[src/rtl/ssd_scan_driver_if.sv]
// ---------------------------------------------------------------------------
// ssd_scan_driver_if
// Bundles the control, data and display signals of the multiplexed
// seven-segment scan driver so they travel as a single port.
//
// Signals (direction seen from the driver, i.e. the slave modport):
//   en          in   1 = scanning, 0 = display dark with counters held
//   value       in   hex nibbles, nibble k drives digit k (digit 0 rightmost)
//   dp          in   per-digit decimal point request
//   blank       in   per-digit forced blank
//   lz_en       in   leading-zero suppression enable
//   load        in   single-cycle strobe capturing value/dp/blank
//   SSD         out  segment pins, bit0 = A .. bit6 = G, bit7 = DP
//   d           out  digit enable pins, one-hot while scanning
//   frame_done  out  one-cycle pulse after each frame wrap
// ---------------------------------------------------------------------------
interface ssd_scan_driver_if #(
   parameter int NUM_DIGITS = 4
);
   logic                      en;
   logic [4*NUM_DIGITS-1:0]   value;
   logic [NUM_DIGITS-1:0]     dp;
   logic [NUM_DIGITS-1:0]     blank;
   logic                      lz_en;
   logic                      load;
   logic [7:0]                SSD;
   logic [NUM_DIGITS-1:0]     d;
   logic                      frame_done;

   // Host / testbench side: drives the controls, observes the pins.
   modport master (
      output en, value, dp, blank, lz_en, load,
      input  SSD, d, frame_done
   );

   // Driver side.
   modport slave (
      input  en, value, dp, blank, lz_en, load,
      output SSD, d, frame_done
   );
endinterface

[src/rtl/ssd_scan_driver.sv]
// ---------------------------------------------------------------------------
// ssd_scan_driver
// Time-multiplexed seven-segment display driver. A prescaler divides clk so
// that each digit stays lit for SCAN_DIV cycles; a digit index walks through
// the digits and one full pass is a frame. New data is loaded into a pending
// register at any time and only moves into the display register at a frame
// wrap, so a frame is never torn. Supports per-digit decimal points, forced
// blanking and leading-zero suppression. Segment and digit outputs are
// registered (one cycle after the index / display register they reflect).
//
// Parameters:
//   NUM_DIGITS      number of multiplexed digits (1..8)
//   SCAN_DIV        clock cycles per digit (>= 2)
//   SEG_ACTIVE_LOW  1 = invert SSD and d at the pins
//
// Ports:
//   clk    in   clock, all state changes on the rising edge
//   rst_n  in   asynchronous active-low reset
//   bus    slave modport of ssd_scan_driver_if (controls, data, pins)
// ---------------------------------------------------------------------------
module ssd_scan_driver #(
   parameter int NUM_DIGITS     = 4,
   parameter int SCAN_DIV       = 100000,
   parameter bit SEG_ACTIVE_LOW = 1'b0
) (
   input  logic               clk,
   input  logic               rst_n,
   ssd_scan_driver_if.slave   bus
);

   localparam int PRESC_W = $clog2(SCAN_DIV);
   localparam int IDX_W   = (NUM_DIGITS > 1) ? $clog2(NUM_DIGITS) : 1;
   localparam int VAL_W   = 4 * NUM_DIGITS;

   localparam logic [PRESC_W-1:0] PRESC_LAST = PRESC_W'(SCAN_DIV - 1);
   localparam logic [IDX_W-1:0]   IDX_LAST   = IDX_W'(NUM_DIGITS - 1);

   // Segment pattern (bits G..A) for one hex nibble.
   function automatic logic [6:0] glyph(input logic [3:0] nib);
      logic [6:0] g;
      case (nib)
         4'h0:    g = 7'h3F;
         4'h1:    g = 7'h06;
         4'h2:    g = 7'h5B;
         4'h3:    g = 7'h4F;
         4'h4:    g = 7'h66;
         4'h5:    g = 7'h6D;
         4'h6:    g = 7'h7D;
         4'h7:    g = 7'h07;
         4'h8:    g = 7'h7F;
         4'h9:    g = 7'h6F;
         4'hA:    g = 7'h77;
         4'hB:    g = 7'h7C;
         4'hC:    g = 7'h39;
         4'hD:    g = 7'h5E;
         4'hE:    g = 7'h79;
         4'hF:    g = 7'h71;
         default: g = 7'h00;
      endcase
      return g;
   endfunction

   // Timing state
   logic [PRESC_W-1:0]    presc_r;
   logic [IDX_W-1:0]      idx_r;
   logic                  tick_s;
   logic                  wrap_s;

   // Pending and display registers
   logic [VAL_W-1:0]      pend_value_r;
   logic [NUM_DIGITS-1:0] pend_dp_r;
   logic [NUM_DIGITS-1:0] pend_blank_r;
   logic                  pend_valid_r;
   logic [VAL_W-1:0]      disp_value_r;
   logic [NUM_DIGITS-1:0] disp_dp_r;
   logic [NUM_DIGITS-1:0] disp_blank_r;

   // Output path
   logic [NUM_DIGITS-1:0] sup_s;
   logic [3:0]            cur_nib_s;
   logic                  cur_dp_s;
   logic                  cur_blank_s;
   logic                  cur_sup_s;
   logic [7:0]            seg_next_s;
   logic [NUM_DIGITS-1:0] dig_next_s;
   logic [7:0]            seg_r;
   logic [NUM_DIGITS-1:0] dig_r;
   logic                  frame_done_r;

   // tick only exists while enabled, so a disabled driver freezes both counters.
   assign tick_s = bus.en & (presc_r == PRESC_LAST);
   assign wrap_s = tick_s & (idx_r == IDX_LAST);

   // Prescaler: counts cycles spent on the current digit.
   always_ff @(posedge clk or negedge rst_n) begin
      if (!rst_n) begin
         presc_r <= {PRESC_W{1'b0}};
      end else if (tick_s) begin
         presc_r <= {PRESC_W{1'b0}};
      end else if (bus.en) begin
         presc_r <= presc_r + PRESC_W'(1);
      end else begin
         presc_r <= presc_r;
      end
   end

   // Digit index: advances on each tick, returns to 0 at the frame wrap.
   always_ff @(posedge clk or negedge rst_n) begin
      if (!rst_n) begin
         idx_r <= {IDX_W{1'b0}};
      end else if (wrap_s) begin
         idx_r <= {IDX_W{1'b0}};
      end else if (tick_s) begin
         idx_r <= idx_r + IDX_W'(1);
      end else begin
         idx_r <= idx_r;
      end
   end

   // Pending / display registers. A load landing on the wrap cycle bypasses
   // the pending stage so it is not delayed a whole frame.
   always_ff @(posedge clk or negedge rst_n) begin
      if (!rst_n) begin
         pend_value_r <= {VAL_W{1'b0}};
         pend_dp_r    <= {NUM_DIGITS{1'b0}};
         pend_blank_r <= {NUM_DIGITS{1'b0}};
         pend_valid_r <= 1'b0;
         disp_value_r <= {VAL_W{1'b0}};
         disp_dp_r    <= {NUM_DIGITS{1'b0}};
         disp_blank_r <= {NUM_DIGITS{1'b0}};
      end else if (bus.load && wrap_s) begin
         disp_value_r <= bus.value;
         disp_dp_r    <= bus.dp;
         disp_blank_r <= bus.blank;
         pend_valid_r <= 1'b0;
      end else if (bus.load) begin
         pend_value_r <= bus.value;
         pend_dp_r    <= bus.dp;
         pend_blank_r <= bus.blank;
         pend_valid_r <= 1'b1;
      end else if (wrap_s && pend_valid_r) begin
         disp_value_r <= pend_value_r;
         disp_dp_r    <= pend_dp_r;
         disp_blank_r <= pend_blank_r;
         pend_valid_r <= 1'b0;
      end else begin
         pend_valid_r <= pend_valid_r;
      end
   end

   // Leading-zero map: digit k is suppressed when it and every digit to its
   // left hold 0. Digit 0 is never suppressed so a zero value still shows '0'.
   always_comb begin
      logic zero_run;
      zero_run = 1'b1;
      sup_s    = {NUM_DIGITS{1'b0}};
      for (int k = NUM_DIGITS - 1; k >= 1; k--) begin
         zero_run = zero_run & (disp_value_r[4*k +: 4] == 4'h0);
         sup_s[k] = bus.lz_en & zero_run;
      end
   end

   // Select the current digit's data and build its segment pattern.
   always_comb begin
      cur_nib_s   = 4'h0;
      cur_dp_s    = 1'b0;
      cur_blank_s = 1'b0;
      cur_sup_s   = 1'b0;
      dig_next_s  = {NUM_DIGITS{1'b0}};
      for (int k = 0; k < NUM_DIGITS; k++) begin
         if (idx_r == IDX_W'(k)) begin
            cur_nib_s     = disp_value_r[4*k +: 4];
            cur_dp_s      = disp_dp_r[k];
            cur_blank_s   = disp_blank_r[k];
            cur_sup_s     = sup_s[k];
            dig_next_s[k] = 1'b1;
         end else begin
            dig_next_s[k] = 1'b0;
         end
      end
      // Blank wins over everything; suppression keeps only the decimal point.
      if (cur_blank_s) begin
         seg_next_s = 8'h00;
      end else if (cur_sup_s) begin
         seg_next_s = {cur_dp_s, 7'h00};
      end else begin
         seg_next_s = {cur_dp_s, glyph(cur_nib_s)};
      end
   end

   // Output registers, held dark while the scan is disabled.
   always_ff @(posedge clk or negedge rst_n) begin
      if (!rst_n) begin
         seg_r <= 8'h00;
         dig_r <= {NUM_DIGITS{1'b0}};
      end else if (bus.en) begin
         seg_r <= seg_next_s;
         dig_r <= dig_next_s;
      end else begin
         seg_r <= 8'h00;
         dig_r <= {NUM_DIGITS{1'b0}};
      end
   end

   // Frame pulse: high for the single cycle following a wrap.
   always_ff @(posedge clk or negedge rst_n) begin
      if (!rst_n) begin
         frame_done_r <= 1'b0;
      end else begin
         frame_done_r <= wrap_s;
      end
   end

   // Polarity is applied only at the pins; the logical state is unchanged.
   assign bus.SSD        = seg_r ^ {8{SEG_ACTIVE_LOW}};
   assign bus.d          = dig_r ^ {NUM_DIGITS{SEG_ACTIVE_LOW}};
   assign bus.frame_done = frame_done_r;

endmodule

[src/flat_wrapper.sv]
// flat-port wrapper written by rule: the top's interface ports become plain ports
module ssd_scan_driver_flat 
#(
   parameter int NUM_DIGITS     = 4,
   parameter int SCAN_DIV       = 100000,
   parameter bit SEG_ACTIVE_LOW = 1'b0
)
  (clk, rst_n, bus_en, bus_value, bus_dp, bus_blank, bus_lz_en, bus_load, bus_SSD, bus_d, bus_frame_done);
  ssd_scan_driver_if #(.NUM_DIGITS(NUM_DIGITS)) bus_i ();
  input  logic clk;
  input  logic rst_n;
  input wire logic [$bits(bus_i.en)-1:0] bus_en;
  input wire logic [$bits(bus_i.value)-1:0] bus_value;
  input wire logic [$bits(bus_i.dp)-1:0] bus_dp;
  input wire logic [$bits(bus_i.blank)-1:0] bus_blank;
  input wire logic [$bits(bus_i.lz_en)-1:0] bus_lz_en;
  input wire logic [$bits(bus_i.load)-1:0] bus_load;
  output wire logic [$bits(bus_i.SSD)-1:0] bus_SSD;
  output wire logic [$bits(bus_i.d)-1:0] bus_d;
  output wire logic [$bits(bus_i.frame_done)-1:0] bus_frame_done;
  assign bus_i.en = bus_en;
  assign bus_i.value = bus_value;
  assign bus_i.dp = bus_dp;
  assign bus_i.blank = bus_blank;
  assign bus_i.lz_en = bus_lz_en;
  assign bus_i.load = bus_load;
  assign bus_SSD = bus_i.SSD;
  assign bus_d = bus_i.d;
  assign bus_frame_done = bus_i.frame_done;
  ssd_scan_driver #(.NUM_DIGITS(NUM_DIGITS), .SCAN_DIV(SCAN_DIV), .SEG_ACTIVE_LOW(SEG_ACTIVE_LOW)) u_core (.clk(clk), .rst_n(rst_n), .bus(bus_i));
endmodule
[config.mk]
export PLATFORM = sky130hd
export DESIGN_NAME = ssd_scan_driver_flat
export DESIGN_NICKNAME = d
export VERILOG_FILES = /design/src/rtl/ssd_scan_driver_if.sv /design/src/rtl/ssd_scan_driver.sv /design/src/flat_wrapper.sv
export SDC_FILE = /design/constraint.sdc
export NUM_CORES = 1
export LEC_CHECK = 0
export ABC_AREA = 0
export CAP_MARGIN = 20
export CORE_MARGIN = 2
export CORE_UTILIZATION = 50
export DETAILED_ROUTE_END_ITERATION = 8
export PLACE_DENSITY_LB_ADDON = 0.25
export RECOVER_POWER = 50
export SLEW_MARGIN = 30
export SYNTH_ARGS = -nofsm -noshare
export SYNTH_HDL_FRONTEND = slang
export SYNTH_SLANG_ARGS = --single-unit
[constraint.sdc]
create_clock -name clk -period 4.8 [get_ports clk]
set_clock_uncertainty 0.05 [all_clocks]
set_input_delay 0.72 -clock clk [delete_from_list [all_inputs] [get_ports clk]]
set_output_delay 0.72 -clock clk [all_outputs]
set_load 0.1 [all_outputs]
; Word-level counts from Yosys, hierarchy flattened
; Memories as Yosys holds them, arrays and structs flattened.
; Cells that the tools add are included.
[totals]
ff_bits = 81
mem_bits_ro = 112
input_bits = 29
word_cells = 79
n_memories = 1
[mem_list]
columns = name, words, word_bits, rd, rd_ports_with_merged_regs, wr, line_no
row1 = (name not given), 16, 7, 1, 0, 0, ssd_scan_driver.sv:41  ; case (nib)
[classes]
add_sub_neg = 2
eq_ne = 5
mux = 39
bitwise_logic = 8
reduce_logical = 12
[ops]
columns = op, n
row1 = 2-to-1 mux 16 bit, 3
row2 = 2-to-1 mux 4 bit, 11
row3 = 2-to-1 mux 17 bit, 2
row4 = 2-to-1 mux 1 bit, 18
row5 = adder 17 x 1 -> 17 bit (second input constant), 1
row6 = == test 17 bit (second input constant), 1
row7 = 2-to-1 mux 8 bit, 2
row8 = zero test 4 bit, 3
row9 = bitwise AND 1 bit, 7
row10 = 2-to-1 mux 7 bit, 1
row11 = nonzero test 2 bit, 3
row12 = == test 2 bit (second input constant), 2
row13 = 2-to-1 mux 2 bit, 2
row14 = AND reduction 2 bit, 2
row15 = nonzero test 3 bit, 1
row16 = adder 2 x 1 -> 2 bit (second input constant), 1
row17 = == test 2 x 1 -> 1 bit (second input constant), 1
row18 = logical AND 1 bit, 2
row19 = zero test 2 bit, 1
row20 = inequality test 2 x 1 -> 1 bit (second input constant), 1
row21 = inverter 1 bit, 1

; Longest topological paths before layout
; Gate-level depths: netlist (run 1).
[depth]
word_depth = 10
mapped_depth = 10
ltp_nobuf = 10

; Least setup slack after synthesis (run 1)
; No wires, ideal clock.
[synth_path]
path_type = register -> register
startpoint = register u_core.idx_r[0]
endpoint = register u_core.seg_r[0], in the netlist u_core.bus.SSD[0]
setup_time_ns = 0.073
arrival_ns = 2.152
setup_slack_ns = 2.525
stages_incl_launch_ff = 11
path_buffers = 0
period_less_slack_ns = 2.275
path_cell_list = dfrtp_1 > inv_1 > ha_1 > nor2b_1 > a22oi_1 > a21oi_1 > inv_1 > ha_1 > or3_1 > o221a_2 > nor2_1
[synth_between]
elab_chain_cells = 9
elab_cells_between_ends = 19
cone_classes = eq/ne (3) / mux (14) / reduce/logical (1) / memory (1)
[synth_lines]
columns = element, line_no
row1 = from (decl), ssd_scan_driver.sv:65  ; logic [IDX_W-1:0] idx_r;
row2 = from (signal assigned), ssd_scan_driver.sv:110  ; idx_r <= {IDX_W{1'b0}};
row3 = from (signal assigned), ssd_scan_driver.sv:112  ; idx_r <= {IDX_W{1'b0}};
row4 = from (signal assigned), ssd_scan_driver.sv:114  ; idx_r <= idx_r + IDX_W'(1);
row5 = zero test 2 bit, ssd_scan_driver.sv:171  ; if (idx_r == IDX_W'(k)) begin
row6 = 2-to-1 mux 4 bit (4 in series), ssd_scan_driver.sv:171
row7 = memory read (16 x 7 bit), n/a
row8 = 2-to-1 mux 7 bit, ssd_scan_driver.sv:184  ; end else if (cur_sup_s) begin
row9 = 2-to-1 mux 8 bit (*), ssd_scan_driver.sv:182  ; if (cur_blank_s) begin
row10 = 2-to-1 mux 8 bit (*), ssd_scan_driver.sv:196  ; end else if (bus.en) begin
row11 = to (signal assigned), ssd_scan_driver.sv:197  ; seg_r <= seg_next_s;
row12 = to (decl), ssd_scan_driver.sv:86  ; logic [7:0] seg_r;
; Every way passes the cells marked *; elsewhere a longest branch is shown, timed or not.
; A chain may end at the register's enable or synchronous reset.

; Final worst setup path (run 1)
[layout_path]
startpoint = input bus_en
endpoint = register u_core.pend_value_r[13]
[layout_between]
elab_chain_cells = 5
[layout_lines]
columns = element, line_no
row1 = from (decl), flat_wrapper.sv:12  ; input wire logic [$bits(bus_i.en)-1:0] bus_en;
row2 = bitwise AND 1 bit, ssd_scan_driver.sv:91  ; assign tick_s = bus.en & (presc_r == PRESC_LAST);
row3 = bitwise AND 1 bit, ssd_scan_driver.sv:92  ; assign wrap_s = tick_s & (idx_r == IDX_LAST);
row4 = logical AND 1 bit, ssd_scan_driver.sv:131  ; end else if (bus.load && wrap_s) begin
row5 = inverter 1 bit (no line), n/a
row6 = AND reduction 2 bit (no line), n/a
row7 = to (signal assigned), ssd_scan_driver.sv:124  ; pend_value_r <= {VAL_W{1'b0}};
row8 = to (signal assigned), ssd_scan_driver.sv:137  ; pend_value_r <= bus.value;
row9 = to (decl), ssd_scan_driver.sv:70  ; logic [VAL_W-1:0] pend_value_r;
; Every way passes these cells.

==> results of run 1 <==
## cells in the final DEF (no fill, tap or decap), types with 2 or more instances in the layout
master / count
buf_6: 2
xnor2_1: 8
dfrtp_1: 81
buf_4: 2
a221oi_1: 3
a41o_1: 2
inv_1: 13
xor2_1: 7
nand4_1: 6
nor4_1: 2
nor2_1: 22
mux2_2: 24
or3_1: 2
o21ai_0: 5
and2_1: 4
o22ai_1: 46
nand2_1: 17
mux2i_1: 2
and4_1: 2
nand3b_1: 3
a311oi_1: 4
nor3b_1: 2
bufinv_16: 3
and3_1: 5
a22oi_1: 2
nor2b_1: 4
ha_1: 11
clkdlybuf4s50_1: 39
clkbuf_8: 10
nand3_1: 7
a21oi_1: 25
a211oi_1: 6
and2_0: 3
## worst max-delay path, delay by kind of cell
kind                   cells  cell delay (ns)
and+or+nand+nor            3             0.67
muxes                      1             0.41
AOI/OAI and AO/OA          1             0.66
buffers and inverters      1             0.80
## sequential cells by signal (all words and copies together), names as in the netlist
signal                 cells
u_core.presc_r            17
u_core.disp_value_r       16
u_core.pend_value_r       16
u_core.bus.SSD             8
u_core.bus.d               4
u_core.disp_blank_r        4
u_core.disp_dp_r           4
u_core.pend_blank_r        4
u_core.pend_dp_r           4
u_core.idx_r               2
u_core.bus.frame_done      1
u_core.pend_valid_r        1
## report_power, final
part | switching, W | leakage (nW) | internal, W | total [W]
sequential | 0.0000369 | 1.04 | 0.000728 | 0.000765
combinational | 0.0000835 | 0.885 | 0.0000700 | 0.000154
clock | 0.000232 | 0.120 | 0.000359 | 0.000591
## per-stage QoR
stage               total power [W]  std cells  area, µm²  hold slack, ns
detailed placement        0.0009331        483       4350          0.4367
CTS                        0.001528        499       4594          0.3904
floorplan                 0.0008662        359       3901          0.3744
finish                     0.001510        500       4606          0.3633
global placement          0.0009284        483       4347          0.4282
global route               0.001577        500       4606          0.4088
## worst min path at each step
stage / endpoint / cells past startpoint / slack [ns]
3_5_place_dp: u_core.presc_r[12] / 1 / 0.44
5_1_grt: u_core.presc_r[6] / 1 / 0.41
3_3_place_gp: u_core.presc_r[15] / 1 / 0.43
6_report: u_core.presc_r[6] / 1 / 0.36
2_1_floorplan: u_core.bus.SSD[0] / 0 / 0.37
4_1_cts: u_core.presc_r[6] / 1 / 0.39
## routing by layer
metal  wire length (µm)  vias up  share of wire [%]  track usage, %
met2               4015       68                 49           33.03
met5                  0        -                  0               0
met3                403        6                5.0           5.370
met1               3662     1463                 45           27.54
li1                   -     1399                  -               -
met4                 45        0               0.55           4.975
## cell families (layout without fill, tap and decap cells)
| group | Yosys count | after routing | share of synthesized area [%] |
|---|---|---|---|
| fa+ha+maj | 11 | 11 | 3.528 |
| buf+inv | 34 | 73 | 3.945 |
| flops | 81 | 81 | 51.96 |
| mux | 26 | 26 | 7.441 |
| simple gates | 87 | 87 | 12.16 |
| compound gates | 105 | 105 | 17.61 |
| xor+xnor | 15 | 15 | 3.368 |
## cell type report
| class | instances | share of cell area (%) |
|---|---|---|
| clock buffer | 11 | 3.070 |
| clock inverter | 5 | 2.228 |
| inverter | 13 | 1.059 |
| timing repair buffer | 44 | 9.508 |
| multi-input combinational | 244 | 37.35 |
| tap | 102 | 2.771 |
| sequential | 81 | 44.01 |
==> run metrics, run 1 <==
syn nets=399; post-route minimum period=3.108 ns; worst vdd ir=0.1778 mV; Core Region=7647 µm²; antenna fix cells=0; prevailing post-synth register cell=dfrtp_1; register area share after synthesis=51.96%; pin slew with the least headroom to its limit=0.9956 ns; WP data required=4.98 ns; final wirelength=8126 µm; top cell type's share of synthesized area=51.96%; GRT Resource Usage Total=20.39%; largest cells by area after synthesis=dfrtp_1, o22ai_1, mux2_2, ha_1, a21oi_1; post-DP HPWL=5437 µm; DP Worst Slack=1.180 ns; RSZ-0062 raised after global routing=no; Yosys top cell by area=dfrtp_1; # H-tree levels=3; PostCTS Resize Cnt=0; # fillers=653; most frequent cell after synthesis=dfrtp_1; clock sink count=81; # IOs=42; relative slew slack=33.63%; Worst Setup SP=bus_en; wire per inst=16.25 µm; DRT iter0 DRCs=190; total grt overflow=0; initial antenna violation count=0; Reg clk slew, reported paths=0.08 ns; CTS tree=yes; Mapped Avg Cell Area=10.87 µm²; Fmax achieved=321.7 MHz; Yosys cell types=51; layout cell share with drive strength beyond 1=12.06%; cells on worst reg2reg path=10; number of global-route vias before repair=2889; crit path to=u_core.pend_value_r[13]; r2r startpoint=u_core.idx_r[0]; Hold Violations, Final=0; leakage=2.042 nW; Final nets=433; Finished Core Util=60.23%; Crit. End Element=flip-flop; pin count of the biggest net entering global routing=82; Syn-to-layout area delta=18.06%; FP Rows=32; Multi-input gate area=1720 µm²; Hold Path Class=primary input to asynchronous set/reset pin; power per cell area=327.8 nW/µm²; run status=complete, no violations; nature of the critical path startpoint=primary input; r2r setup slk=2.03 ns; CTS Buffer Depth=2; setup_tns=0 ns; Post-synth ARST share=100.0%; Netlist Area Pre-Place=3901 µm²; DR vias=2936; Die Width=92.33 µm; Crit Path Class=primary input to flip-flop; Vias/cell=5.872; slowest cell delay on critical path=0.80 ns; die area=8525 µm²; Yosys Warn Count=0; crit path cell chain=dlygate4sd3_1, nand3_1, nor3_4, nand2_2, o21ai_4, mux2_2; slack of the critical path=1.692 ns; Clock Tree Root=clkbuf_8; Die H=92.33 µm; Final Setup Violations=0; Post-Synthesis Cells=359; crit path DAT=3.29 ns; GP Congestion=0.8302; Post-CTS Setup Bufs=0; clock buffer count from CTS=9; PortBufs=41; drc violations=0; Max-cap violations=0; Post-synth EDFFs=0; R2R Path End=u_core.bus.SSD[0]; Initial Utilization=51.01%; Commonest cells post-synth=dfrtp_1, o22ai_1, a21oi_1; Pre-antenna DRT Iters=4; register area=2027 µm²; period utilisation layout=64.76%; clock latency on the worst-skew pair=0.34 ns; Slew Viols, Final=0; FF+latch count, synth=81; CP Max Fanout=24; Slowest cell on crit path=dlygate4sd3_1; global-route wire length before repair=13790 µm; Routed Antenna Nets=0; hold_buf cts=0
Note: power is estimated with default switching activity, not from simulation.
==> run 2: changes to the inputs <==
==> constraint.sdc (replaced) <==
create_clock -name clk -period 2.7 [get_ports clk]
set_clock_uncertainty 0.05 [all_clocks]
set_input_delay 0.405 -clock clk [delete_from_list [all_inputs] [get_ports clk]]
set_output_delay 0.405 -clock clk [all_outputs]
set_load 0.1 [all_outputs]
==> run 2 against run 1 <==
The flow now finishes with violations (max-capacitance violations, max-slew violations). Non-clock buffer count increased by 11. Sequential share of layout area shrank 0.17 points. Utilization up 0.23 points. Critical path depth up 4. First-iteration DRC count is 20% lower. Largest cell class unchanged. Largest power group unchanged.
==> run metrics, run 2 (synthesized netlist as in run 1, its figures left out) <==
initial antenna violation count=0 (unchanged); clock latency on the worst-skew pair=0.34 ns (about the same); PortBufs=41 (unchanged); Routed Antenna Nets=0 (unchanged); final wirelength=8127 µm (about the same); Hold Violations, Final=0 (unchanged); run status=finished with violations; power per cell area=541.6 nW/µm² (+65%); Finished Core Util=60.45% (+0.23 points); failing checks=max-capacitance violations, max-slew violations; worst vdd ir=0.2600 mV (+46%); Fmax achieved=411.2 MHz; wire per inst=15.94 µm (-1.9%); number of global-route vias before repair=2900 (+0.38%); Clock Tree Root=clkbuf_8; Initial Utilization=51.01% (unchanged); nature of the critical path startpoint=flip-flop; Final nets=444 (+2.5%); slowest cell delay on critical path=0.41 ns (-0.39 ns); DR vias=2950 (+0.48%); Hold Path Class=flip-flop to flip-flop; global-route wire length before repair=13680 µm (-0.86%); Reg clk slew, reported paths=0.07 ns (about the same); GP Congestion=0.8447 (+1.7%); DRT iter0 DRCs=152 (-20%); PostCTS Resize Cnt=0 (unchanged); max reg flops=17 (unchanged); FP Rows=32 (unchanged); GRT Resource Usage Total=20.53% (+0.14 points); Post-CTS Setup Bufs=0 (unchanged); Pre-antenna DRT Iters=4 (unchanged); total grt overflow=0 (unchanged); CTS tree=yes; post-route minimum period=2.432 ns; # H-tree levels=3 (unchanged); crit path DAT=2.65 ns (-0.64 ns); clock buffer count from CTS=9 (unchanged); setup_tns=0 ns (unchanged); CP Max Fanout=10 (-58%); layout cell share with drive strength beyond 1=16.42% (+4.4 points); hold depth=1; antenna fix cells=0 (unchanged); clock sink count=81 (unchanged); CTS Buffer Depth=2 (unchanged); # IOs=42 (unchanged); RSZ-0062 raised after global routing=no; leakage=2.099 nW (+2.8%); Max-cap violations=1 (+1); # fillers=630 (-3.5%); Top Registers=u_core.presc_r (17), u_core.disp_value_r (16), u_core.pend_value_r (16); WP data required=2.92 ns (-2.06 ns); Die Width=92.33 µm (unchanged); Crit. End Element=flip-flop; Die H=92.33 µm (unchanged); Core Region=7647 µm² (unchanged); Slew Viols, Final=31 (+31); drc violations=0 (unchanged); Syn-to-layout area delta=18.51%; hold_buf cts=1 (+1); Final Setup Violations=0 (unchanged); crit path cell chain=inv_1, ha_1, clkbuf_1, a22oi_1, a21oi_1, inv_1, ha_1, or3_1, o221a_2, nor2_1; Crit Path Class=flip-flop to flip-flop; largest reg by FF count=u_core.presc_r; relative slew slack=-15.07% (-49 points); die area=8525 µm² (unchanged); pin count of the biggest net entering global routing=52 (-37%); post-DP HPWL=5652 µm (+3.9%); most common library cell in the layout ignoring fill and taps=dfrtp_1; Slowest cell on crit path=dfrtp_1; cells on worst reg2reg path=10 (unchanged); Vias/cell=5.784 (-1.5%); most frequent cells in the layout=dfrtp_1, o22ai_1, clkdlybuf4s50_1, a21oi_1, mux2_2; pin slew with the least headroom to its limit=1.726 ns (+0.7304 ns); period utilisation layout=90.06%
[run 2: changes by cell type in the layout (fill, tap and decap cells not counted), moves of 2 or more]
cell and change:
buf_4 +20, buf_6 -2, bufinv_16 -2, clkbuf_1 +3, clkdlybuf4s50_1 -13
[run 2: final cells by class]
| type | count | area, µm² | area share [%] |
|---|---|---|---|
| well taps | 102 | 127.6 | 2.760 |
| clock inverters | 3 | 40.04 | 0.8660 |
| clock buffers | 12 | 155.1 | 3.356 |
| inverters | 13 | 48.80 | 1.055 |
| flip-flops and latches | 81 | 2027 | 43.84 |
| multi-input cells | 244 | 1720 | 37.21 |
| repair buffers | 55 | 504.2 | 10.91 |
[run 2: worst paths after layout]
check | from | end | slack [ns]
hold reg to reg | u_core.presc_r[4] | u_core.presc_r[4] | 0.45
max in group asynchronous | rst_n | u_core.pend_value_r[14] | 0.60
setup / recovery | u_core.idx_r[1] | u_core.bus.SSD[0] | 0.27
min in group asynchronous | rst_n | u_core.presc_r[11] | 1.00
hold / removal | u_core.presc_r[4] | u_core.presc_r[4] | 0.45
setup reg to reg | u_core.idx_r[1] | u_core.bus.SSD[0] | 0.27
[run 2: worst max-delay path, delay by kind of cell (launching register included)]
kind,cells,cell delay (ns)
compound gates,3,0.52
flops,1,0.41
fa+ha+maj,2,0.38
simple gates,2,0.43
buf+inv,3,0.56
[run 2: routing by layer]
layer | wire length, µm | global-route usage, % | up-vias
met3 | 342 | 3.662 | 9
met1 | 3754 | 27.72 | 1445
met5 | 0 | 0 | -
li1 | - | - | 1427
met2 | 3923 | 33.09 | 69
met4 | 107 | 8.085 | 0
[run 2: report_power, final]
part / leakage, nW / total, W / switching [W] / internal [W]
registers: 1.04 / 0.00136 / 0.0000637 / 0.00130
clock network: 0.102 / 0.000866 / 0.000396 / 0.000470
logic: 0.959 / 0.000279 / 0.000148 / 0.000131
[run 2: metrics by stage]
stage                     hold WS, ns  setup WS (ns)  cell area (µm²)  cells  power [W]
after CTS                      0.4492         0.2912             4634    510   0.002534
final                          0.4474         0.2683             4623    510   0.002504
after global placement         0.4323         0.3863             4402    493   0.001652
after global routing           0.4767        0.01769             4623    510   0.002625
after detailed placement       0.3167         0.3220             4429    494   0.001664
after floorplan               0.05941         0.4250             3901    359   0.001540
==> run 3: changes to the inputs <==
--- a/config.mk
+++ b/config.mk
@@ -7,6 +7,7 @@
 export LEC_CHECK = 0
 export ABC_AREA = 0
 export CAP_MARGIN = 20
+export CORE_ASPECT_RATIO = 1.1
 export CORE_MARGIN = 2
 export CORE_UTILIZATION = 50
 export DETAILED_ROUTE_END_ITERATION = 8
==> run 3 against run 2 <==
The flow now finishes without violations. Critical path depth did not move. Routed wire length fell by 0.43%. Clock power rose by 14%. First-iteration DRC count rose by 9.9%. Sequential share of layout area fell by 0.18 points. Total power rose by 4.8%. Via count fell by 0.44%. Global-route usage fell by 0.78 points. Utilization rose by 1.3 points. Highest routed layer unchanged.
==> run metrics, run 3 (synthesized netlist as in run 1, its figures left out) <==
# IOs=42 (unchanged); layout cell share with drive strength beyond 1=17.32% (+0.90 points); hold slack=0.2762 ns (-0.1712 ns); Final Setup Violations=0 (unchanged); WP data required=2.92 ns (about the same); Fmax achieved=422.7 MHz (+2.8%); largest reg by FF count=u_core.presc_r; CTS tree=yes; Die H=96.64 µm (+4.7%); clock latency on the worst-skew pair=0.35 ns (about the same); GRT Resource Usage Total=19.74% (-0.78 points); antenna fix cells=0 (unchanged); clock buffer count from CTS=9 (unchanged); DR vias=2937 (-0.44%); pin count of the biggest net entering global routing=54 (+3.8%); most common library cell in the layout ignoring fill and taps=dfrtp_1; Pre-antenna DRT Iters=4 (unchanged); Initial Utilization=51.91% (+0.90 points); final wirelength=8092 µm (-0.43%); Clock Tree Root=clkbuf_8; pin slew with the least headroom to its limit=1.277 ns (-0.4493 ns); FP Rows=33 (+3.1%); clock sink count=81 (unchanged); Slew Viols, Final=0 (-100%); Hold Violations, Final=0 (unchanged); Post-CTS Setup Bufs=0 (unchanged); PortBufs=41 (unchanged); GP Congestion=0.8647 (+2.4%); Routed Antenna Nets=0 (unchanged); initial antenna violation count=0 (unchanged); Final nets=445 (+0.23%); die area=8526 µm² (about the same); CTS Buffer Depth=2 (unchanged); Top Registers=u_core.presc_r (17), u_core.disp_value_r (16), u_core.pend_value_r (16); post-DP HPWL=5626 µm (-0.46%); Worst Setup SP=u_core.idx_r[0]; worst vdd ir=0.3145 mV (+21%); Vias/cell=5.703 (-1.4%); Core Region=7515 µm² (-1.7%); power per cell area=565.1 nW/µm² (+4.3%); period utilisation layout=87.61% (-2.5 points); Crit. End Element=flip-flop; Reg clk slew, reported paths=0.08 ns (about the same); total grt overflow=0 (unchanged); CP Max Fanout=4 (-6); Syn-to-layout area delta=18.99%; r2r startpoint=u_core.idx_r[0]; leakage=2.094 nW (-0.25%); post-route minimum period=2.365 ns (-0.06621 ns); hold_buf cts=0 (-1); number of global-route vias before repair=2868 (-1.1%); most frequent cells in the layout=dfrtp_1, o22ai_1, clkdlybuf4s50_1, a21oi_1, mux2_2; setup_tns=0 ns (unchanged); nature of the critical path startpoint=flip-flop; RSZ-0062 raised after global routing=no; drc violations=0 (unchanged); # H-tree levels=3 (unchanged); DRT iter0 DRCs=167 (+9.9%); Hold Path Class=primary input to asynchronous set/reset pin; relative slew slack=14.89% (+30 points); global-route wire length before repair=13310 µm (-2.7%); max reg flops=17 (unchanged); Finished Core Util=61.77% (+1.3 points); Die Width=88.22 µm (-4.5%); crit path DAT=2.59 ns (-0.06 ns); Max-cap violations=0 (-1); Crit Path Class=flip-flop to flip-flop; run status=complete, no violations; wire per inst=15.71 µm (-1.4%)
[run 3: repair_timing]
item / in CTS / in global routing
hold endpoints to repair: 0 / 0
endpoints found under the setup margin: 0 / 1
gates resized for setup: 0 / 1
[run 3: metrics by stage]
step / instances / power (W) / instance area [µm²] / setup WS, ns
2_1_floorplan: 359 / 0.001540 / 3901 / 0.4250
3_3_place_gp: 499 / 0.001655 / 4428 / 0.3691
3_5_place_dp: 499 / 0.001662 / 4428 / 0.2843
4_1_cts: 515 / 0.002649 / 4657 / 0.2501
5_1_grt: 515 / 0.002732 / 4642 / 0.07940
6_report: 515 / 0.002623 / 4642 / 0.3345
[run 3: power breakdown]
group	total [W]	internal, W	switching, W	leakage, nW
clock	0.000989	0.000547	0.000442	0.105
combinational	0.000275	0.000127	0.000148	0.951
sequential	0.00136	0.00129	0.0000645	1.04
total	0.00262	0.00197	0.000654	2.09
[run 3: critical path, cell delays in order (launching register included)]
cell	delay (ns)
dfrtp_1	0.40
inv_1	0.12
ha_1	0.24
nor2b_2	0.24
a22oi_1	0.11
a21oi_1	0.23
inv_1	0.12
ha_1	0.21
or3_1	0.36
o221a_2	0.12
nor2_1	0.08
[run 3: worst paths after layout]
kind	to	slack, ns	cells after the start
worst max-delay path	u_core.bus.SSD[0]	0.33	10
worst min-delay path	u_core.presc_r[8]	0.28	1
worst max register to register	u_core.bus.SSD[0]	0.33	10
worst min register to register	u_core.presc_r[12]	0.44	1
max in group asynchronous	u_core.pend_blank_r[2]	1.19	2
min in group clk	u_core.presc_r[12]	0.44	1
[run 3: layout make-up]
| class | instances | area (µm²) |
|---|---|---|
| fill | 624 | 2873 |
| sequential | 81 | 2027 |
| multi-input combinational | 244 | 1723 |
| timing repair buffer | 56 | 483.0 |
| clock buffer | 10 | 137.6 |
| tap | 105 | 131.4 |
| clock inverter | 6 | 91.34 |
| inverter | 13 | 48.80 |
[run 3: per-layer routing]
metal / vias up / GRT usage (%) / routed length [µm]
met5: - / 0 / 0
met4: 0 / 3.846 / 53
met3: 4 / 5.631 / 330
met2: 60 / 33.49 / 4068
met1: 1443 / 25.07 / 3640
li1: 1430 / - / -
